### src/rtl/controle_navegacao.sv
// Left-hand wall-following sequencer: samples wall sensors, tracks heading, issues
// advance strobes and timed turn commands, counts steps and detects a blocked cell.
module controle_navegacao #(
  parameter int TEMPO_GIRO   = 4,
  parameter int TEMPO_AVANCO = 8,
  parameter int MAX_PASSOS   = 255,
  parameter int PASSOS_W     = 8
) (
  input  logic                c3,
  input  logic                reset,
  input  logic                iniciar,
  input  logic                parar,
  input  logic                frente,
  input  logic                esquerda,
  output logic                avancar,
  output logic [0:2]          orientacao,
  output logic [0:1]          girar,
  output logic [PASSOS_W-1:0] passos,
  output logic                ocupado,
  output logic                fim,
  output logic                bloqueado
);

  typedef enum logic [2:0] {
    PARADO   = 3'd0,
    DECIDE   = 3'd1,
    GIRA_ESQ = 3'd2,
    GIRA_DIR = 3'd3,
    AVANCA   = 3'd4,
    ESPERA   = 3'd5,
    FIM      = 3'd6
  } estado_t;

  localparam logic [0:2] NORTE = 3'b001;
  localparam logic [0:2] OESTE = 3'b010;
  localparam logic [0:2] LESTE = 3'b011;
  localparam logic [0:2] SUL   = 3'b100;

  localparam logic [0:1] G_NADA = 2'b00;
  localparam logic [0:1] G_ESQ  = 2'b01;
  localparam logic [0:1] G_DIR  = 2'b10;

  // Timers count down to zero, so a hold of N cycles is loaded as N-1.
  localparam logic [7:0]          T_GIRO   = 8'(TEMPO_GIRO - 1);
  localparam logic [7:0]          T_AVANCO = 8'(TEMPO_AVANCO - 1);
  localparam logic [PASSOS_W-1:0] LIMITE   = PASSOS_W'(MAX_PASSOS);

  estado_t             estado, estado_n;
  logic [7:0]          timer, timer_n;
  logic [2:0]          nd, nd_n;
  logic [0:2]          orientacao_n;
  logic [0:1]          girar_n;
  logic                avancar_n, fim_n, bloqueado_n, ocupado_n;
  logic [PASSOS_W-1:0] passos_n;

  function automatic logic [0:2] gira_esq(input logic [0:2] o);
    case (o)
      NORTE:   gira_esq = OESTE;
      OESTE:   gira_esq = SUL;
      SUL:     gira_esq = LESTE;
      default: gira_esq = NORTE;
    endcase
  endfunction

  function automatic logic [0:2] gira_dir(input logic [0:2] o);
    case (o)
      NORTE:   gira_dir = LESTE;
      LESTE:   gira_dir = SUL;
      SUL:     gira_dir = OESTE;
      default: gira_dir = NORTE;
    endcase
  endfunction

  always_ff @(posedge c3 or negedge reset) begin
    if (!reset) begin
      estado     <= PARADO;
      orientacao <= NORTE;
      avancar    <= 1'b0;
      girar      <= G_NADA;
      passos     <= '0;
      fim        <= 1'b0;
      bloqueado  <= 1'b0;
      ocupado    <= 1'b0;
      timer      <= '0;
      nd         <= '0;
    end else begin
      estado     <= estado_n;
      orientacao <= orientacao_n;
      avancar    <= avancar_n;
      girar      <= girar_n;
      passos     <= passos_n;
      fim        <= fim_n;
      bloqueado  <= bloqueado_n;
      ocupado    <= ocupado_n;
      timer      <= timer_n;
      nd         <= nd_n;
    end
  end

  always_comb begin
    estado_n     = estado;
    orientacao_n = orientacao;
    avancar_n    = 1'b0;
    girar_n      = girar;
    passos_n     = passos;
    fim_n        = fim;
    bloqueado_n  = bloqueado;
    timer_n      = timer;
    nd_n         = nd;
    // Abort keeps heading and step count so the run can be inspected afterwards.
    if (parar) begin
      estado_n = PARADO;
      girar_n  = G_NADA;
      fim_n    = 1'b0;
    end else begin
      case (estado)
        PARADO: if (iniciar) begin
          estado_n    = DECIDE;
          passos_n    = '0;
          fim_n       = 1'b0;
          bloqueado_n = 1'b0;
          nd_n        = '0;
        end
        DECIDE: begin
          if (!esquerda) begin
            estado_n     = GIRA_ESQ;
            orientacao_n = gira_esq(orientacao);
            girar_n      = G_ESQ;
            timer_n      = T_GIRO;
          end else if (!frente) begin
            estado_n  = AVANCA;
            avancar_n = 1'b1;
          end else begin
            estado_n     = GIRA_DIR;
            orientacao_n = gira_dir(orientacao);
            girar_n      = G_DIR;
            nd_n         = nd + 3'd1;
            timer_n      = T_GIRO;
          end
        end
        // A left turn always commits to an advance, so the robot cannot spin left forever.
        GIRA_ESQ: begin
          if (timer == 8'd0) begin
            estado_n  = AVANCA;
            girar_n   = G_NADA;
            avancar_n = 1'b1;
          end else begin
            timer_n = timer - 8'd1;
          end
        end
        GIRA_DIR: begin
          if (timer == 8'd0) begin
            girar_n = G_NADA;
            if (nd == 3'd4) begin
              estado_n    = FIM;
              fim_n       = 1'b1;
              bloqueado_n = 1'b1;
            end else begin
              estado_n = DECIDE;
            end
          end else begin
            timer_n = timer - 8'd1;
          end
        end
        AVANCA: begin
          estado_n = ESPERA;
          passos_n = passos + PASSOS_W'(1);
          nd_n     = '0;
          timer_n  = T_AVANCO;
        end
        ESPERA: begin
          if (timer == 8'd0) begin
            if (passos == LIMITE) begin
              estado_n = FIM;
              fim_n    = 1'b1;
            end else begin
              estado_n = DECIDE;
            end
          end else begin
            timer_n = timer - 8'd1;
          end
        end
        FIM: if (!iniciar) begin
          estado_n = PARADO;
          fim_n    = 1'b0;
        end
        default: begin
          estado_n = PARADO;
          girar_n  = G_NADA;
          fim_n    = 1'b0;
        end
      endcase
    end
    ocupado_n = (estado_n != PARADO) && (estado_n != FIM);
  end

endmodule

### config.mk
export PLATFORM = sky130hd
export DESIGN_NAME = controle_navegacao
export DESIGN_NICKNAME = d
export VERILOG_FILES = /design/src/rtl/controle_navegacao.sv
export SDC_FILE = /design/constraint.sdc
export NUM_CORES = 1
export LEC_CHECK = 0
export ABC_AREA = 1
export BUFFER_PORTS_ARGS = -buffer_cell sky130_fd_sc_hd__buf_4
export CAP_MARGIN = 20
export CORE_MARGIN = 2
export CORE_UTILIZATION = 45
export CTS_CLUSTER_DIAMETER = 60
export DETAILED_ROUTE_END_ITERATION = 8
export PLACE_DENSITY = 0.68
export SYNTH_ARGS = -nofsm -noshare
export SYNTH_HDL_FRONTEND = slang
export SYNTH_SLANG_ARGS = --single-unit
### constraint.sdc
create_clock -name c3 -period 2.4 [get_ports c3]
set_clock_uncertainty 0.2 [all_clocks]
set_input_delay 0.24 -clock c3 [delete_from_list [all_inputs] [get_ports c3]]
set_output_delay 0.24 -clock c3 [all_outputs]
set_load 0.02 [all_outputs]
**After elaboration in Yosys (flattened, before gate mapping)**

Index checks and enable logic that the tools add are counted.

- Memories kept: 0
- Bits in read-only memories: 0
- RAM bits: 0
- Logic and storage cells: 108
- Flip-flop bits (word level): 31
- Latch bits: 0

- Magnitude comparators: 0
- Bitwise logic cells: 1
- Equal/unequal tests: 31
- Shifts and indexed selects: 0
- Divide/modulo/power cells: 0
- Add/subtract/negate cells: 3
- Reductions and logical operators: 19
- Multiply operators: 0
- Mux-type cells: 44

Operators with widths:

| kind | number |
|---|---|
| 2-to-1 mux 3 bit | 15 |
| 2-to-1 mux 8 bit | 4 |
| case mux 3 bit (3 select lines) | 3 |
| inequality test 3 bit (second input constant) | 8 |
| case mux 8 bit (3 select lines) | 1 |
| case mux 3 bit (7 select lines) | 1 |
| case mux 8 bit (2 select lines) | 1 |
| == test 3 bit (second input constant) | 5 |
| inequality test 2 bit (second input constant) | 7 |
| == test 3 x 2 -> 1 bit (second input constant) | 4 |
| 2-to-1 mux 1 bit | 11 |
| AND reduction 5 bit | 2 |
| AND reduction 3 bit | 3 |
| nonzero test 3 bit | 3 |
| adder 8 x 1 -> 8 bit (second input constant) | 1 |
| == test 8 bit (second input constant) | 1 |
| zero test 8 bit | 1 |
| 2-to-1 mux 2 bit | 4 |
| subtractor 8 x 1 -> 8 bit (second input constant) | 1 |
| AND reduction 7 bit | 1 |
| == test 3 x 1 -> 1 bit (second input constant) | 2 |
| case mux 2 bit (3 select lines) | 1 |
| OR reduction 3 bit | 2 |
| case mux 1 bit (5 select lines) | 1 |
| other kinds (12) | 15 |

**Logic depth before layout (Yosys ltp)**

Gate-level depths: netlist (run 1).

- Depth in word-level cells: 7
- Gate-level depth with buffers: 11
- Depth with buffers taken out: 10

**Worst setup path before layout (run 1)**

OpenSTA, ideal clock, no wires.

- Path type: register to register
- From: reg timer[0]
- To: reg ocupado
- Setup time: 125 ps
- Period minus slack after synthesis: 1,747 ps
- Arrival: 1,423 ps
- Path buffers: 0
- Slack: 653 ps
- Cell stages (with the launch flop): 10
- Cell sequence: dfrtp_1 > inv_1 > ha_1 > nand2_1 > nor2_4 > inv_1 > o21ai_0 > nand3_1 > nand2_1 > nand3_1

- Word-level cells in the longest chain between the ends: 6
- Elaborated cells on any way between the ends: 9
- Classes of those cells: eq/ne: 1; mux: 5; reduce/logical: 3

Ends and longest elaborated chain:

| what | RTL line | RTL |
|---|---|---|
| from (decl) | 49 | `logic [7:0] timer, timer_n;` |
| from (signal assigned) | 95 | `timer <= timer_n;` |
| zero test 8 bit * | 143, 152, 172 |  |
| 2-to-1 mux 3 bit, on equally long branches | 172, 143, 152 |  |
| case mux 3 bit (7 select lines) * | 116 | `case (estado)` |
| 2-to-1 mux 3 bit * | 111 | `if (parar) begin` |
| inequality test 3 bit or nonzero test 3 bit (tied branches) | 194 | `ocupado_n = (estado_n != PARADO) && (estado_n != FIM);` |
| logical AND 1 bit * | 194 |  |
| net ocupado_n | 53 | `logic avancar_n, fim_n, bloqueado_n, ocupado_n;` |
| to (signal assigned) | 94 | `ocupado <= ocupado_n;` |
| to (decl) | 19 | `output logic ocupado,` |

Mark *: on every way through the listed nets, which the timed path passes. The rest lies on a longest branch.
A chain may end at the register's enable or synchronous reset.

**Worst setup path in the final report (run 1)**

Same ends and word-level chain as after synthesis.

==> run metrics, run 1 <==
status completed; Net Count, Synth 264; CTS tree yes; worst slew pin tran 0.4124 ns; port buffer count 22; Async SR Flop Fraction 100.0%; Routed WL per cell ~13 um; Flop pwr share a little under two fifths; I/O Pins 23; VDD IR max ~0.00044 V; CP required around 2.4 ns; distinct cell type count after synthesis 36; final worst setup slack between 0.4 and 0.5 ns; Power Internal roughly 0.0011 W; die area a little under 5000 sq um; worst hold path class in2reg; TNS Setup 0 ns; Tmin final about 1.9 ns; hold violation total from the final report 0; total grt overflow 0; Finished Layout Cells 333; row count 23; endpoints failing setup 0; commonest cells after routing, fill and taps aside 44 x nand2_1, 33 x inv_1, 33 x nor2_1; Critical Path Sink Type register; Pwr Density a little over 800 nW/um^2; area delta synth->final 16.86%; DR vias between 1.5k and 2k; DRC viols 0; leakage power ~1.1 nW; initial antenna violation count 0; die outline width between 60 and 70 um; post-synthesis sequential area ratio between 40% and 50%; Max Fclk approximately 0.52 GHz; synth top area cells dfrtp_1 39%, nand2_1 8.6%, nand3_1 7.3%; most common cell after layout, fill and taps aside nand2_1; # Max-Cap Violations 0; critical path class reg2reg; synthesized flop and latch total 31; Initial Util a little under half; Global Route Usage Sum about a fifth; top cell type's share of synthesized area about two fifths; RSZ-0062 raised after global routing no; Post-Synthesis Cells 254; mapped cell area around 1900 sq um; Layout Nets between 200 and 300; Top FF cell, synth dfrtp_1; CTS Sinks 31; Net Sw Frac about two fifths; Post-CTS Hold Fix Bufs 2; clock power share 25.0%; Critical Path Fanout Max 7; largest net degree at the start of global routing 32; Arrival @ worst endpoint around 1.9 ns; # H-tree levels 2; cell taking the most area after synthesis dfrtp_1; Switching Power between 0.0007 and 0.0008 W; Avg Inst Size Synth around 7.6 sq um; core region area a little over 4000 sq um; initial detailed-routing violation count between 100 and 150; Ant. Diodes 0; CTS buffer count 5; final core utilization 55.57%; clock tree buffer depth 2; vias in the first global route between 1.5k and 2k; dpl hpwl around 3200 um; number of instances resized during post-cts repair 0; Clock transition at path regs 0.07 ns; DRT Wirelength ~4300 um; CTS root buffer clkbuf_8; ANT nets after route 0; first-pass GRT wire length approximately 7600 um; detailed-router iteration count before antenna repair 4; setup bufs post-CTS 0; Setup WS pre-CTS 0.4794 ns; Die Y 69.48 um; Slew Limit Fails 0; Yosys warnings 0; vias per cell 5.261; Total Power 0.001862 W; final period utilization 80.60%; number of flops mapped to enable cells by yosys 0; dpl cells between 300 and 400; crit path launch type register; FILL cells around 380; Slew Limit Headroom slightly above 70%; Worst-Skew Late Latency roughly 0.29 ns; Final GP Congestion around 0.84; layout cells sized above 1 18.37%; Gate power share 37.1%
==> metrics by stage <==
step	hold slack, ns	area (sq um)
floorplan	-0.2556	1929
global placement	0.008504	2135
detailed placement	0.006677	2135
CTS	0.01507	2255
global route	0.01538	2255
finish	0.01100	2255
==> Yosys cell counts (2+ instances only) <==
cell type and instances:
nand2_1 44, o21ai_0 13, dfrtp_1 30, o21ai_2 3, nor3_1 3, nor2_4 3
nand3b_1 3, a21oi_1 11, inv_1 33, ha_1 4, inv_2 2, o21ai_1 6
xor2_1 5, nand4_1 6, o31ai_1 3, nor2_1 33, nand2_2 2, nand3_1 28
nor2_2 5
==> registers in the layout, summed over array words and instances, names as in the netlist <==
signal,cells
passos,8
fim,1
timer,8
ocupado,1
estado,3
orientacao,3
bloqueado,1
avancar,1
girar,2
nd,3
==> critical path, stage by stage, from the launching register on <==
cell,delay [ns]
dfrtp_1,0.40
inv_1,0.08
ha_1,0.24
nand2_1,0.13
nor2_4,0.19
inv_1,0.14
o21bai_1,0.17
nand3_1,0.09
nand2_1,0.09
nand3_1,0.08
==> power groups by stage <==
stage	registers [W]	clock network, W	logic, W
floorplan	0.000759	0	0.000444
detailed placement	0.000715	0	0.000687
global placement	0.000712	0	0.000679
global route	0.000724	0.000495	0.000782
finish	0.000707	0.000465	0.000690
CTS	0.000706	0.000473	0.000692
==> layout make-up <==
type                       count  area (sq um)  area share [%]
multi-input combinational    184         992.2           44.01
sequential                    31         777.0           34.46
timing repair buffer          24         185.2           8.213
inverter                      36         137.6           6.104
clock buffer                   8         100.1           4.440
tap                           50         62.56           2.775
==> worst paths after layout <==
check,startpoint,end,slack [ns],depth (start not counted)
min in group asynchronous,reset,passos[5],0.22,2
max in group asynchronous,reset,orientacao[2],1.46,2
worst min-delay path,parar,avancar,0.01,2
worst max-delay path,timer[0],ocupado,0.47,9
worst min register to register,timer[0],timer[0],0.28,1
worst max register to register,timer[0],ocupado,0.47,9
==> kinds of logic (layout without fill, tap and decap cells) <==
logic type | after synthesis | after routing | synth area share [%]
buf+inv | 39 | 68 | 8.301
fa+ha+maj | 4 | 4 | 2.594
compound gates | 43 | 43 | 13.62
simple gates | 131 | 131 | 32.49
flops | 31 | 31 | 40.27
xor+xnor | 6 | 6 | 2.724
==> metal layers <==
| layer | global-route usage [%] | vias up | part of all wire [%] | wire length [um] |
|---|---|---|---|---|
| li1 | - | 887 | - | - |
| met3 | 5.523 | 8 | 6.4 | 273 |
| met5 | 0 | - | 0 | 0 |
| met2 | 31.30 | 53 | 47 | 2025 |
| met1 | 24.66 | 804 | 45 | 1899 |
| met4 | 7.843 | 0 | 1.5 | 65 |
No activity file was read; power rests on OpenSTA's default activity.
==> run 2: changes to the inputs <==
Settings changed: ABC_AREA 1 to 0.
Clock period 2.4 ns to 1.9 ns, I/O delays scaled along.
==> run 2 against run 1 <==
Against the previous run: sequential power increased by 30%; area after synthesis decreased by 2.5%; clock-buffer cell count unchanged; clock power increased by 24%; first-iteration DRC count decreased by 26%; flip-flop and latch count unchanged; critical endpoint is now timer[4]; global-route usage increased by 5.3 points; highest routed layer unchanged; worst setup slack got worse by 1.3 ns; final area increased by 35%; the flow now finishes with violations (negative setup slack); register-to-register slack got worse by 1.3 ns; fmax decreased by 30%; largest power group is now combinational logic.
==> run metrics, run 2 <==
status finished, violations left; violated checks negative setup slack; Finished Layout Cells 360; Reg2Reg Depth 8; I/O Pins 23; CTS root buffer clkbuf_8; core region area ~4000 sq um; DRT Wirelength around 5400 um; Die Y ~70 um; most common cell after layout, fill and taps aside buf_4; VDD IR max between 0.0007 and 0.0008 V; cell taking the most area after synthesis dfrtp_1; total grt overflow 0; Layout Nets 319; Routed WL per cell 15.01 um; DR vias just under 2k; Ant. Diodes 0; CTS Sinks 31; Critical Path Sink Type register; final core utilization about three quarters; die area roughly 4700 sq um; vias in the first global route approximately 1.9k; Net Count, Synth between 200 and 250; post-synthesis sequential area ratio 41.29%; ANT nets after route 0; worst hold path stage count 2; vias per cell about 5.4; dpl hpwl 3600 um; Final GP Congestion 0.9578; WL met3 roughly 240 um; row count 23; DR top layer met4; CP max stage delay between 0.5 and 0.6 ns; Clock transition at path regs approximately 0.070 ns; worst slew pin tran around 0.43 ns; port buffer count 22; DRC viols 0; Worst Path Buf+Inv 1; worst r2r src timer[1]; initial detailed-routing violation count 101; # H-tree levels 2; leakage power around 1.4 nW; top cell type's share of synthesized area between 30% and 40%; post-route met1 wirelength between 2000 and 2500 um; synth top area cells dfrtp_1 40%, a21oi_1 4.5%, nor2_1 4.0%; # Max-Cap Violations 0; dpl cells roughly 340; CTS tree yes; mapped cell area 1882 sq um; WL met2 around 2600 um; Commonest cells post-synth 30 x dfrtp_1, 20 x nor2_1, 17 x a21oi_1; final worst setup slack -0.8730 ns; Initial Util a little under half; count leader, synth dfrtp_1; cell family with most CP delay simple AND/OR/NAND/NOR gates; Arrival @ worst endpoint between 2 and 3 ns; Tmin final ~2.8 ns; worst hold path class in2reg; critical path class reg2reg; largest net degree at the start of global routing 32; die outline width roughly 69 um; crit path launch type register; Async SR Flop Fraction 100.0%; Worst-Skew Late Latency 0.29 ns; number of flops mapped to enable cells by yosys 0; Post-Synthesis Cells 210; hold violation total from the final report 0; Register-to-Register Setup Slack -0.87 ns; Slew Limit Fails 0; commonest cells after routing, fill and taps aside 88 x buf_4, 27 x dfrtp_1, 18 x nor2_1; Slew Limit Headroom a little under three quarters; Pwr Density 1041 nW/um^2; clock tree buffer depth 2; initial antenna violation count 0; Avg Inst Size Synth 8.961 sq um; Global Route Usage Sum between 20% and 30%; crit-path cells inv_2, ha_4, or4b_4, or4_4, o21ai_4, o211a_4, o21bai_4, a221o_1; layout cells sized above 1 a little over 50%; final period utilization 145.9%; biggest regs passos x8, timer x8; worst hold endpoint avancar; area delta synth->final 61.77%; Max Fclk about 0.36 GHz; Top FF cell, synth dfrtp_1; reg-to-reg endpoint timer[4]; endpoints failing setup 18; first-pass GRT wire length ~8600 um; distinct cell type count after synthesis 50; Critical Path Fanout Max 4; Hold Startpoint parar; Yosys warnings 0; RSZ-0062 raised after global routing yes; detailed-router iteration count before antenna repair 5; synthesized flop and latch total 31; CP required between 1.5 and 2 ns; crit path max-delay cell type or4_4; CTS buffer count 5
==> run 2: cell count changes in the layout (fill, tap and decap cells not counted), sizes merged, moves of 4 or more <==
cell | previous run | this run
o2bb2ai | 0 | 4
buf | 22 | 101
inv | 36 | 9
nand3 | 30 | 7
nor2 | 41 | 20
nor3 | 3 | 10
a21oi | 13 | 18
nand2 | 47 | 12
nor2b | 0 | 4
or3 | 0 | 10
o21ai | 22 | 15
==> run 2: layer usage <==
layer | global-route usage [%] | vias to the layer above
li1 | - | 965
met1 | 31.77 | 931
met5 | 0 | -
met3 | 6.818 | 16
met2 | 39.18 | 44
met4 | 10.00 | 0
==> run 2: cells by family after synthesis <==
family,count (synthesis),synth area share (%)
xor gates and xnor gates,7,3.258
buffers and inverters,20,3.989
AOI/OAI and AO/OA,57,20.68
DFF,31,41.29
adders and majority gates,4,2.660
muxes,5,2.793
and+or+nand+nor,86,25.33
==> run 2: metrics by stage <==
| step | setup WS (ns) | total power, W | instance area [sq um] | setup TNS [ns] | hold WS (ns) |
|---|---|---|---|---|---|
| after floorplan | -0.9031 | 0.001667 | 1954 | -8.361 | -0.3056 |
| after global placement | -0.8084 | 0.002257 | 2614 | -9.412 | -0.05533 |
| after detailed placement | -0.8858 | 0.002285 | 2614 | -10.34 | -0.05484 |
| after CTS | -0.8232 | 0.002989 | 2883 | -9.449 | 0.03080 |
| after global routing | -0.9075 | 0.003362 | 3044 | -12.55 | 0.04349 |
| final | -0.8730 | 0.003170 | 3044 | -11.18 | 0.03957 |
==> run 2: final cells by class <==
type	count	area [sq um]
Clock buffer	8	100.1
Fill cell	275	955.9
Inverter	9	33.78
Multi-Input combinational cell	159	1240
Sequential cell	31	780.7
Tap cell	50	62.56
Timing Repair Buffer	103	827.0
==> run 2: how the worst max path moves through the flow <==
stage | start | end | slack [ns] | depth (start not counted)
final | timer[1] | timer[4] | -0.87 | 8
after global routing | timer[1] | timer[4] | -0.91 | 8
after CTS | timer[1] | timer[4] | -0.82 | 8
after detailed placement | timer[0] | timer[4] | -0.89 | 8
after global placement | timer[1] | timer[4] | -0.81 | 8
after floorplan | timer[1] | timer[4] | -0.90 | 8
==> run 2: what timing repair did <==
action                                 CTS  global route
hold buffers                             2             0
gates cloned                             0             0
resized for setup                       28            24
setup endpoints to repair               24            29
buffers inserted                         5             8
pin swaps                                8            26
endpoints found under the hold margin   32             0
==> run 2: power by group <==
part	internal (W)	total [W]	switching, W
clock	0.000330	0.000578	0.000248
combinational	0.000876	0.00167	0.000795
sequential	0.000787	0.000921	0.000133
total	0.00199	0.00317	0.00118
==> run 3: changes to the inputs <==
--- a/config.mk
+++ b/config.mk
@@ -9,3 +9,2 @@
 export BUFFER_PORTS_ARGS = -buffer_cell sky130_fd_sc_hd__buf_4
-export CAP_MARGIN = 20
 export CORE_MARGIN = 2
==> constraint.sdc (replaced) <==
create_clock -name c3 -period 1.9 [get_ports c3]
set_clock_uncertainty 0.2 [all_clocks]
set_input_delay 0.095 -clock c3 [delete_from_list [all_inputs] [get_ports c3]]
set_output_delay 0.095 -clock c3 [all_outputs]
set_load 0.02 [all_outputs]
==> run 3 against run 2 <==
Against the previous run: the run still ends with negative setup slack left; routed wire length decreased by 0.46%; clock power about the same; non-clock buffer count shrank 5; die area did not move; sequential share of layout area increased by 0.37 points; utilization shrank 1.1 points; global-route usage grew 1.0 points; first-iteration DRC count did not move; worst setup slack improved by 0.049 ns; final area is 1.4% lower; flip-flop and latch count stayed put; critical endpoint unchanged; highest routed layer unchanged.
==> run metrics, run 3 (synthesis results as in run 2) <==
status finished, violations left; violated checks negative setup slack; FILL cells slightly below 300; die outline width a little under 70 um; detailed-router iteration count before antenna repair 4; # H-tree levels 2; critical path class reg2reg; Arrival @ worst endpoint 2.70 ns; Worst-Skew Late Latency around 0.29 ns; endpoints failing setup 18; worst slew pin tran around 0.5 ns; Die Y between 60 and 70 um; # Max-Cap Violations 0; clock tree buffer depth 2; worst hold path class in2reg; DR vias ~1.9k; area post-placement around 2600 sq um; Layout Nets between 300 and 400; VDD IR max between 0.0005 and 0.0006 V; most common cell after layout, fill and taps aside buf_4; ANT nets after route 0; Routed WL per cell 15.15 um; final core utilization roughly three quarters; Initial Util between 40 and 50%; biggest regs passos x8, timer x8; Slew Limit Fails 0; Critical Path Sink Type register; vias in the first global route 1960; Global Route Usage Sum between 20% and 30%; Final GP Congestion around 0.95; post-route cell area approximately 3000 sq um; CTS root buffer clkbuf_8; final period utilization 143.4%; total grt overflow 0; vias per cell 5.408; dpl hpwl 3638 um; Max Fclk between 0.3 and 0.4 GHz; RSZ-0062 raised after global routing yes; crit path max-delay cell type or4b_4; hold violation total from the final report 0; post-route met1 wirelength roughly 2400 um; largest net degree at the start of global routing 32; CTS tree yes; commonest cells after routing, fill and taps aside 81 x buf_4, 27 x dfrtp_1, 18 x nor2_1; CP required ~1.9 ns; initial detailed-routing violation count 101; WL met2 around 2700 um; layout cells sized above 1 49.51%; initial antenna violation count 0; Clock transition at path regs 0.07 ns; I/O Pins 23; WL met3 153 um; Critical Path Fanout Max 3; die area 4715 sq um; DRT Wirelength 5380 um; crit-path cells inv_2, ha_4, or4b_4, nor4_4, mux2_4, o211a_4, or2_1, a221o_1; Ant. Diodes 0; port buffer count 22; DRC viols 0; row count 23; leakage power around 1.4 nW; final worst setup slack -0.8241 ns; crit path launch type register; first-pass GRT wire length between 8000 and 9000 um; DR top layer met4; Pwr Density 1037 nW/um^2; area delta synth->final 59.44%; Slew Limit Headroom 66.03%; CTS buffer count 5; core region area approximately 4000 sq um; CP max stage delay roughly 0.48 ns; CTS Sinks 31; Tmin final around 2.7 ns; Register-to-Register Setup Slack -0.82 ns
-- run 3: changes by cell type in the layout (fill, tap and decap cells not counted), moves of 2 or more --
cell,delta
o2bb2ai_2,-3
buf_4,-7
o2bb2ai_1,+3
nand3_2,+2
-- run 3: report_power, final --
| group | internal, W | switching [W] |
|---|---|---|
| clock network | 0.000330 | 0.000250 |
| logic | 0.000840 | 0.000782 |
| registers | 0.000787 | 0.000123 |
| total | 0.00196 | 0.00116 |
-- run 3: layout make-up --
class / instances / area (sq um) / share of cell area (%)
Multi-Input combinational cell: 159 / 1227 / 40.91
Timing Repair Buffer: 98 / 795.8 / 26.52
Sequential cell: 31 / 780.7 / 26.02
Clock buffer: 8 / 100.1 / 3.336
Tap cell: 50 / 62.56 / 2.085
Inverter: 9 / 33.78 / 1.126
-- run 3: what timing repair did --
| item | CTS | global route |
|---|---|---|
| setup endpoints to repair | 24 | 28 |
| hold endpoints to repair | 35 | 0 |
| pin swaps | 14 | 18 |
| setup buffers | 5 | 6 |
| hold buffers | 3 | 0 |
| gates resized for setup | 27 | 26 |
-- run 3: final timing paths --
check / cells after the start / endpoint / startpoint
hold reg to reg: 1 / fim / fim
hold / removal: 5 / avancar / frente
setup / recovery: 8 / timer[4] / timer[0]
setup reg to reg: 8 / timer[4] / timer[0]
max in group asynchronous: 2 / orientacao[2] / reset
min in group asynchronous: 2 / orientacao[1] / reset
-- run 3: through the flow --
step	instances	setup TNS [ns]	power [W]	setup slack (ns)	hold slack, ns
after floorplan	210	-8.361	0.001667	-0.9031	-0.4006
after detailed placement	336	-10.12	0.002282	-0.8539	-0.1449
after CTS	352	-9.289	0.003009	-0.8028	0.02851
after global placement	336	-9.425	0.002256	-0.8084	-0.1504
final	355	-9.840	0.003113	-0.8241	0.02511
after global routing	355	-11.83	0.003319	-0.8898	0.03395
-- run 3: worst max-delay path, delay by kind of cell (launching register included) --
| family | cells | cell delay (ns) |
|---|---|---|
| AOI/OAI and AO/OA | 2 | 0.55 |
| adders and majority gates | 1 | 0.12 |
| buffers and inverters | 1 | 0.08 |
| DFF | 1 | 0.38 |
| muxes | 1 | 0.34 |
| and+or+nand+nor | 3 | 0.93 |
-- run 3: layer usage --
metal / track usage (%) / up-vias
li1: - / 950
met1: 33.40 / 931
met2: 42.19 / 31
met3: 5.682 / 8
met4: 9.000 / 0
met5: 0 / -
